===== src/rtl/char_motion_sequencer.sv =====
// ---------------------------------------------------------------------------
// char_motion_sequencer
// Frame-driven motion controller for the player character. Decodes the HID
// keycode slots, runs the GROUND/CHARGE/RISE/FALL/LAND state machine and owns
// the X/Y position registers, clamping at the playfield walls, ceiling and
// floor. All state advances only on CLK edges where frame_tick is high.
//
// Ports
//   CLK          in   1   system clock
//   Reset        in   1   asynchronous active-low reset
//   frame_tick   in   1   one-CLK pulse per video frame
//   keycode0/1   in   8   HID keycode slots (0x00 = none)
//   Char_X_Pos   out  10  character centre X (registered)
//   Char_Y_Pos   out  10  character centre Y (registered)
//   charge_level out  4   current jump charge
//   airborne     out  1   high in RISE or FALL (registered)
//   HEXstate     out  4   GROUND=0 CHARGE=1 RISE=2 FALL=3 LAND=4
// ---------------------------------------------------------------------------
module char_motion_sequencer #(
   parameter int X_START     = 320,
   parameter int Y_START     = 240,
   parameter int X_MIN       = 20,
   parameter int X_MAX       = 639,
   parameter int Y_MIN       = 0,
   parameter int Y_MAX       = 405,
   parameter int CHAR_SIZE   = 4,
   parameter int X_STEP      = 1,
   parameter int X_AIR       = 2,
   parameter int CHARGE_MAX  = 12,
   parameter int VY_MAX      = 8,
   parameter int LAND_FRAMES = 6
) (
   input  logic       CLK,
   input  logic       Reset,
   input  logic       frame_tick,
   input  logic [7:0] keycode0,
   input  logic [7:0] keycode1,
   output logic [9:0] Char_X_Pos,
   output logic [9:0] Char_Y_Pos,
   output logic [3:0] charge_level,
   output logic       airborne,
   output logic [3:0] HEXstate
);

   // State encoding doubles as the HEXstate code so that output is a pure register.
   typedef enum logic [3:0] {
      ST_GROUND = 4'd0,
      ST_CHARGE = 4'd1,
      ST_RISE   = 4'd2,
      ST_FALL   = 4'd3,
      ST_LAND   = 4'd4
   } state_t;

   localparam logic [7:0] KEY_SPACE = 8'h2C;
   localparam logic [7:0] KEY_A     = 8'h04;
   localparam logic [7:0] KEY_D     = 8'h07;

   // Limits in 11-bit signed so intermediate sums never wrap before clamping.
   localparam logic signed [10:0] X_LO     = 11'(X_MIN + CHAR_SIZE);
   localparam logic signed [10:0] X_HI     = 11'(X_MAX - CHAR_SIZE);
   localparam logic signed [10:0] Y_LO     = 11'(Y_MIN + CHAR_SIZE);
   localparam logic signed [10:0] Y_HI     = 11'(Y_MAX - CHAR_SIZE);
   localparam logic signed [10:0] X_STEP_S = 11'(X_STEP);
   localparam logic signed [3:0]  VX_AIR   = 4'(X_AIR);
   localparam logic [3:0]         CHG_MAX  = 4'(CHARGE_MAX);
   localparam logic [4:0]         VY_LIM   = 5'(VY_MAX);
   localparam logic [2:0]         LAND_END = 3'(LAND_FRAMES - 1);

   state_t            state_r, state_n_s;
   logic [9:0]        x_r, x_n_s;
   logic [9:0]        y_r, y_n_s;
   logic signed [3:0] vx_r, vx_n_s;
   logic [4:0]        vy_r, vy_n_s;
   logic [3:0]        charge_r, charge_n_s;
   logic [2:0]        land_cnt_r, land_cnt_n_s;
   logic              airborne_r;

   logic              space_s, a_s, d_s, left_s, right_s;
   logic signed [10:0] x_ext_s, y_ext_s, vx_ext_s, vy_ext_s;
   logic signed [10:0] xa_s, x_air_s, y_rise_s, y_fall_s, x_walk_s;
   logic signed [3:0]  vx_air_s;
   logic [4:0]         vy_dec_s, vy_inc_s;

   // Key decode: a key counts as held if it appears in either slot; A+D cancel.
   always_comb begin
      space_s = (keycode0 == KEY_SPACE) || (keycode1 == KEY_SPACE);
      a_s     = (keycode0 == KEY_A)     || (keycode1 == KEY_A);
      d_s     = (keycode0 == KEY_D)     || (keycode1 == KEY_D);
      left_s  = a_s && !d_s;
      right_s = d_s && !a_s;
   end

   // Shared arithmetic: airborne horizontal move with wall bounce, rise/fall Y.
   always_comb begin
      x_ext_s  = $signed({1'b0, x_r});
      y_ext_s  = $signed({1'b0, y_r});
      vx_ext_s = $signed({{7{vx_r[3]}}, vx_r});
      xa_s     = x_ext_s + vx_ext_s;
      if (xa_s < X_LO) begin
         x_air_s  = X_LO;
         vx_air_s = -vx_r;
      end else if (xa_s > X_HI) begin
         x_air_s  = X_HI;
         vx_air_s = -vx_r;
      end else begin
         x_air_s  = xa_s;
         vx_air_s = vx_r;
      end
      vy_dec_s = (vy_r == 5'd0) ? 5'd0 : (vy_r - 5'd1);
      vy_inc_s = (vy_r >= VY_LIM) ? VY_LIM : (vy_r + 5'd1);
      vy_ext_s = $signed({6'd0, vy_r});
      y_rise_s = y_ext_s - vy_ext_s;
      y_fall_s = y_ext_s + $signed({6'd0, vy_inc_s});
      x_walk_s = x_ext_s;
   end

   // Next-state and datapath update, evaluated only when frame_tick is high.
   always_comb begin
      state_n_s    = state_r;
      x_n_s        = x_r;
      y_n_s        = y_r;
      vx_n_s       = vx_r;
      vy_n_s       = vy_r;
      charge_n_s   = charge_r;
      land_cnt_n_s = land_cnt_r;
      if (frame_tick) begin
         case (state_r)
            ST_GROUND: begin
               if (space_s) begin
                  state_n_s  = ST_CHARGE;
                  charge_n_s = 4'd1;
               end else if (left_s) begin
                  if ((x_walk_s - X_STEP_S) < X_LO) begin
                     x_n_s = 10'(X_LO);
                  end else begin
                     x_n_s = 10'(x_walk_s - X_STEP_S);
                  end
               end else if (right_s) begin
                  if ((x_walk_s + X_STEP_S) > X_HI) begin
                     x_n_s = 10'(X_HI);
                  end else begin
                     x_n_s = 10'(x_walk_s + X_STEP_S);
                  end
               end else begin
                  x_n_s = x_r;
               end
            end
            ST_CHARGE: begin
               if (space_s) begin
                  charge_n_s = (charge_r >= CHG_MAX) ? CHG_MAX : (charge_r + 4'd1);
               end else begin
                  state_n_s  = ST_RISE;
                  vy_n_s     = {1'b0, charge_r};
                  charge_n_s = 4'd0;
                  if (left_s) begin
                     vx_n_s = -VX_AIR;
                  end else if (right_s) begin
                     vx_n_s = VX_AIR;
                  end else begin
                     vx_n_s = 4'sd0;
                  end
               end
            end
            ST_RISE: begin
               x_n_s  = 10'(x_air_s);
               vx_n_s = vx_air_s;
               // Ceiling hit ends the rise at once with zero vertical speed.
               if (y_rise_s <= Y_LO) begin
                  y_n_s     = 10'(Y_LO);
                  vy_n_s    = 5'd0;
                  state_n_s = ST_FALL;
               end else begin
                  y_n_s     = 10'(y_rise_s);
                  vy_n_s    = vy_dec_s;
                  state_n_s = (vy_dec_s == 5'd0) ? ST_FALL : ST_RISE;
               end
            end
            ST_FALL: begin
               x_n_s = 10'(x_air_s);
               if (y_fall_s >= Y_HI) begin
                  y_n_s        = 10'(Y_HI);
                  vy_n_s       = 5'd0;
                  vx_n_s       = 4'sd0;
                  land_cnt_n_s = 3'd0;
                  state_n_s    = ST_LAND;
               end else begin
                  y_n_s  = 10'(y_fall_s);
                  vy_n_s = vy_inc_s;
                  vx_n_s = vx_air_s;
               end
            end
            ST_LAND: begin
               if (land_cnt_r == LAND_END) begin
                  land_cnt_n_s = 3'd0;
                  state_n_s    = ST_GROUND;
               end else begin
                  land_cnt_n_s = land_cnt_r + 3'd1;
               end
            end
            default: begin
               state_n_s = ST_FALL;
            end
         endcase
      end else begin
         state_n_s = state_r;
      end
   end

   // State and datapath registers with asynchronous reset to the drop-in pose.
   always_ff @(posedge CLK or negedge Reset) begin
      if (!Reset) begin
         state_r    <= ST_FALL;
         x_r        <= 10'(X_START);
         y_r        <= 10'(Y_START);
         vx_r       <= 4'sd0;
         vy_r       <= 5'd0;
         charge_r   <= 4'd0;
         land_cnt_r <= 3'd0;
         airborne_r <= 1'b1;
      end else begin
         state_r    <= state_n_s;
         x_r        <= x_n_s;
         y_r        <= y_n_s;
         vx_r       <= vx_n_s;
         vy_r       <= vy_n_s;
         charge_r   <= charge_n_s;
         land_cnt_r <= land_cnt_n_s;
         airborne_r <= (state_n_s == ST_RISE) || (state_n_s == ST_FALL);
      end
   end

   assign Char_X_Pos   = x_r;
   assign Char_Y_Pos   = y_r;
   assign charge_level = charge_r;
   assign airborne     = airborne_r;
   assign HEXstate     = state_r;

endmodule


===== config.mk =====
export PLATFORM = sky130hd
export DESIGN_NAME = char_motion_sequencer
export DESIGN_NICKNAME = d
export VERILOG_FILES = /design/src/rtl/char_motion_sequencer.sv
export SDC_FILE = /design/constraint.sdc
export NUM_CORES = 1
export LEC_CHECK = 0
export ABC_CLOCK_PERIOD_IN_PS = 8100
export CORE_MARGIN = 1.5
export CORE_UTILIZATION = 30
export CTS_CLUSTER_DIAMETER = 200
export DETAILED_ROUTE_END_ITERATION = 6
export SLEW_MARGIN = 20
export SYNTH_ARGS = -nofsm -noshare
export SYNTH_HDL_FRONTEND = slang
export SYNTH_SLANG_ARGS = --single-unit

===== constraint.sdc =====
create_clock -name CLK -period 8.1 [get_ports CLK]
set_input_delay 1.62 -clock CLK [delete_from_list [all_inputs] [get_ports CLK]]
set_output_delay 1.62 -clock CLK [all_outputs]
set_load 0.05 [all_outputs]

==> flow_metrics.env <==
export IMPL_status="completed"
export IMPL_worstPathRequired_ns=8.26
export IMPL_crit_path_max_fanout=11
export IMPL_grt_usage=0.1716
export IMPL_synthTopCellsByCount="nor2_1, nand2_1, a21oi_1, dfrtp_1"
export IMPL_dp_cells=747
export IMPL_routed_wl_um=12380
export IMPL_synth_cell_types=70
export IMPL_drtIter0Drc=374
export IMPL_fin_crit_sh=0.6063
export IMPL_clock_sinks=41
export IMPL_yosysMostFrequentCell="nor2_1"
export IMPL_fmax_mhz=203.6
export IMPL_die_area_um2=14710
export IMPL_clk_latency_ns=0.28
export IMPL_post_cts_setup_buffers=0
export IMPL_yosysWarnings=0
export IMPL_dieHeight_um=121.3
export IMPL_synth_seq_cells=41
export IMPL_rr_worst_depth=13
export IMPL_cts_root_buffer="clkbuf_16"
export IMPL_ios=48
export IMPL_drc=0
export IMPL_cellLeakagePower_nw=2.018
export IMPL_start_util=0.3049
export IMPL_drive_gt1_frac=0.06087
export IMPL_antenna_found_initial=0
export IMPL_r2r_start="vy_r[0]"
export IMPL_dpl_hpwl_um=9356
export IMPL_core_um2=13770
export IMPL_syn2layout_area_growth_pct=18.59
export IMPL_worst_pin_slew_ns=0.9933
export IMPL_min_delay_start="Char_Y_Pos[7]"
export IMPL_htree_levels=2
export IMPL_cap_violations=0
export IMPL_ys_flop_type="dfrtp_1"
export IMPL_synth_seq_area_share=0.2470
export IMPL_grt_max_degree=42
export IMPL_setup_violations=0
export IMPL_crit_path_start_kind="input pin"
export IMPL_async_reset_ff_frac=1.000
export IMPL_worstSetupEndpointType="flip-flop"
export IMPL_cts_hold_buffers_added=0
export IMPL_clockBufferDepth=2
export IMPL_rows=43
export IMPL_synth_area_leaders="dfrtp_1, ha_1, nor2_1, dfstp_2, a21oi_1"
export IMPL_finalCriticalPeriod_ns=4.911
export IMPL_ir_worst_vdd_mv=0.2485
export IMPL_route_detailed_vias_per_inst=5.649
export IMPL_crit_type="in2reg"
export IMPL_worstPathArrival_ns=5.08
export IMPL_hold_viol=0
export IMPL_syn_cell_area_um2=4199
export IMPL_grt_overflow_total=0
export IMPL_dr_pass1_iters=5
export IMPL_rrSetupSlack_ns=4.24
export IMPL_fin_cells=755
export IMPL_hold_depth=2
export IMPL_slew_viol_final=0
export IMPL_fin_skew_ns=0.004143
export IMPL_synth_top_area_frac=0.1907
export IMPL_syn_avg_cell_area_um2=7.762
export IMPL_grt_pass1_vias=4263
export IMPL_grt_pass1_wl_um=20640
export IMPL_hold_path_class="reg2reg"
export IMPL_vias=4265
export IMPL_numCtsBuffers=5
export IMPL_ant_nets=0
export IMPL_portBuffers=47
export IMPL_wl_per_cell_um=16.40
export IMPL_fin_nets=624
export IMPL_synth_edf_count=0
export IMPL_p_per_area_nw_per_um2=477.4
export IMPL_cts_repair_resized=0
export IMPL_die_w_um=121.3
export IMPL_n_antenna_cell=0
export IMPL_whs_endpoint="Char_Y_Pos[7]"
export IMPL_yosysTopAreaCell="dfrtp_1"
export IMPL_cts_tree="done"
export IMPL_place_congestion=0.8865
export IMPL_slew_headroom=0.3378
export IMPL_tns_ns=0
export IMPL_synth_nets=591
export IMPL_reg2reg_to="vx_r[1]"
export IMPL_clk_pin_slew_worst_paths_ns=0.06
export IMPL_rsz0062_at_grt="no"
export IMPL_synthCells=541
-- final cells by class --
cell class	instances	area [um^2]
Tap cell	180	225.2
Clock buffer	7	142.6
Multi-Input combinational cell	451	2974
Fill cell	1457	8793
Timing Repair Buffer	47	465.4
Inverter	28	105.1
Sequential cell	41	1037
Clock inverter	1	30.03
-- layer usage --
metal  vias up  part of all wire  global-route usage
li1       2079                 -                   -
met1      2031              0.45              0.2200
met2       138              0.48              0.2987
met3        17             0.049             0.02115
met4         0             0.019             0.05441
met5         -                 0                   0
-- stage by stage --
step	cell area, um^2	hold slack, ns	power (mW)	setup WS, ns	util
2_1_floorplan	4199	0.4873	1.705	3.670	-
3_3_place_gp	4807	0.5117	2.097	3.009	0.3490
3_5_place_dp	4807	0.5237	2.121	2.877	0.3490
4_1_cts	4980	0.5434	2.369	3.196	0.3616
5_1_grt	4980	0.5792	2.572	2.987	0.3616
6_report	4980	0.5383	2.377	3.189	0.3616
-- worst max-delay path: stages --
cell and delay (ns):
clkdlybuf4s50_1 0.40, or4b_2 0.69, nor3_1 0.24, a22o_1 0.19
ha_1 0.25, nor3_1 0.19, nor2_1 0.08, or2_2 0.38
nor2_1 0.55, o31ai_1 0.16, a221o_1 0.31
-- cell usage in the layout (no fill, tap or decap), types with 5 or more instances in the layout --
master	n
clkbuf_16	5
a21o_1	9
nor2_1	68
o31ai_1	9
o21ai_0	27
o21a_1	8
nand3_1	17
a22o_1	6
nand4_1	5
nor2b_1	7
inv_1	28
a211oi_1	5
o211ai_1	7
nor3_1	27
clkdlybuf4s50_1	46
xnor2_1	16
a31oi_1	7
a21oi_1	43
nand2_1	44
ha_1	28
nor4_1	5
o22ai_1	5
dfstp_2	9
dfrtp_1	32
xor2_1	11
nand2b_1	9
-- sequential cells by signal, indices dropped and copies added, names as in the netlist --
register and flops:
Char_X_Pos 10, Char_Y_Pos 10, HEXstate 4, airborne 1, charge_level 4, land_cnt_r 3, vx_r 4, vy_r 5
-- power breakdown --
part / internal [mW] / switching, mW
sequential: 0.295 / 0.187
combinational: 0.636 / 1.02
clock: 0.154 / 0.0823
-- cells by family (layout without fill, tap and decap cells) --
| logic type | count (synthesis) | in the layout | share of synthesized area |
|---|---|---|---|
| mux | 6 | 6 | 0.01549 |
| flops | 41 | 41 | 0.2470 |
| buf+inv | 49 | 83 | 0.04470 |
| other cells | 1 | 1 | 0.0008931 |
| fa+ha+maj | 31 | 31 | 0.09774 |
| xor+xnor | 27 | 27 | 0.05632 |
| compound gates | 174 | 174 | 0.2911 |
| simple gates | 212 | 212 | 0.2467 |
-- worst max-delay path by stage --
stage,start,end,cells after the start
global route,keycode0[4],Char_Y_Pos[9],11
finish,keycode0[4],Char_Y_Pos[9],11
global placement,keycode1[2],Char_Y_Pos[9],11
CTS,keycode0[4],Char_Y_Pos[9],11
detailed placement,keycode1[2],Char_Y_Pos[9],11
floorplan,keycode1[4],Char_Y_Pos[9],11
(Power assumes the default switching activity.)
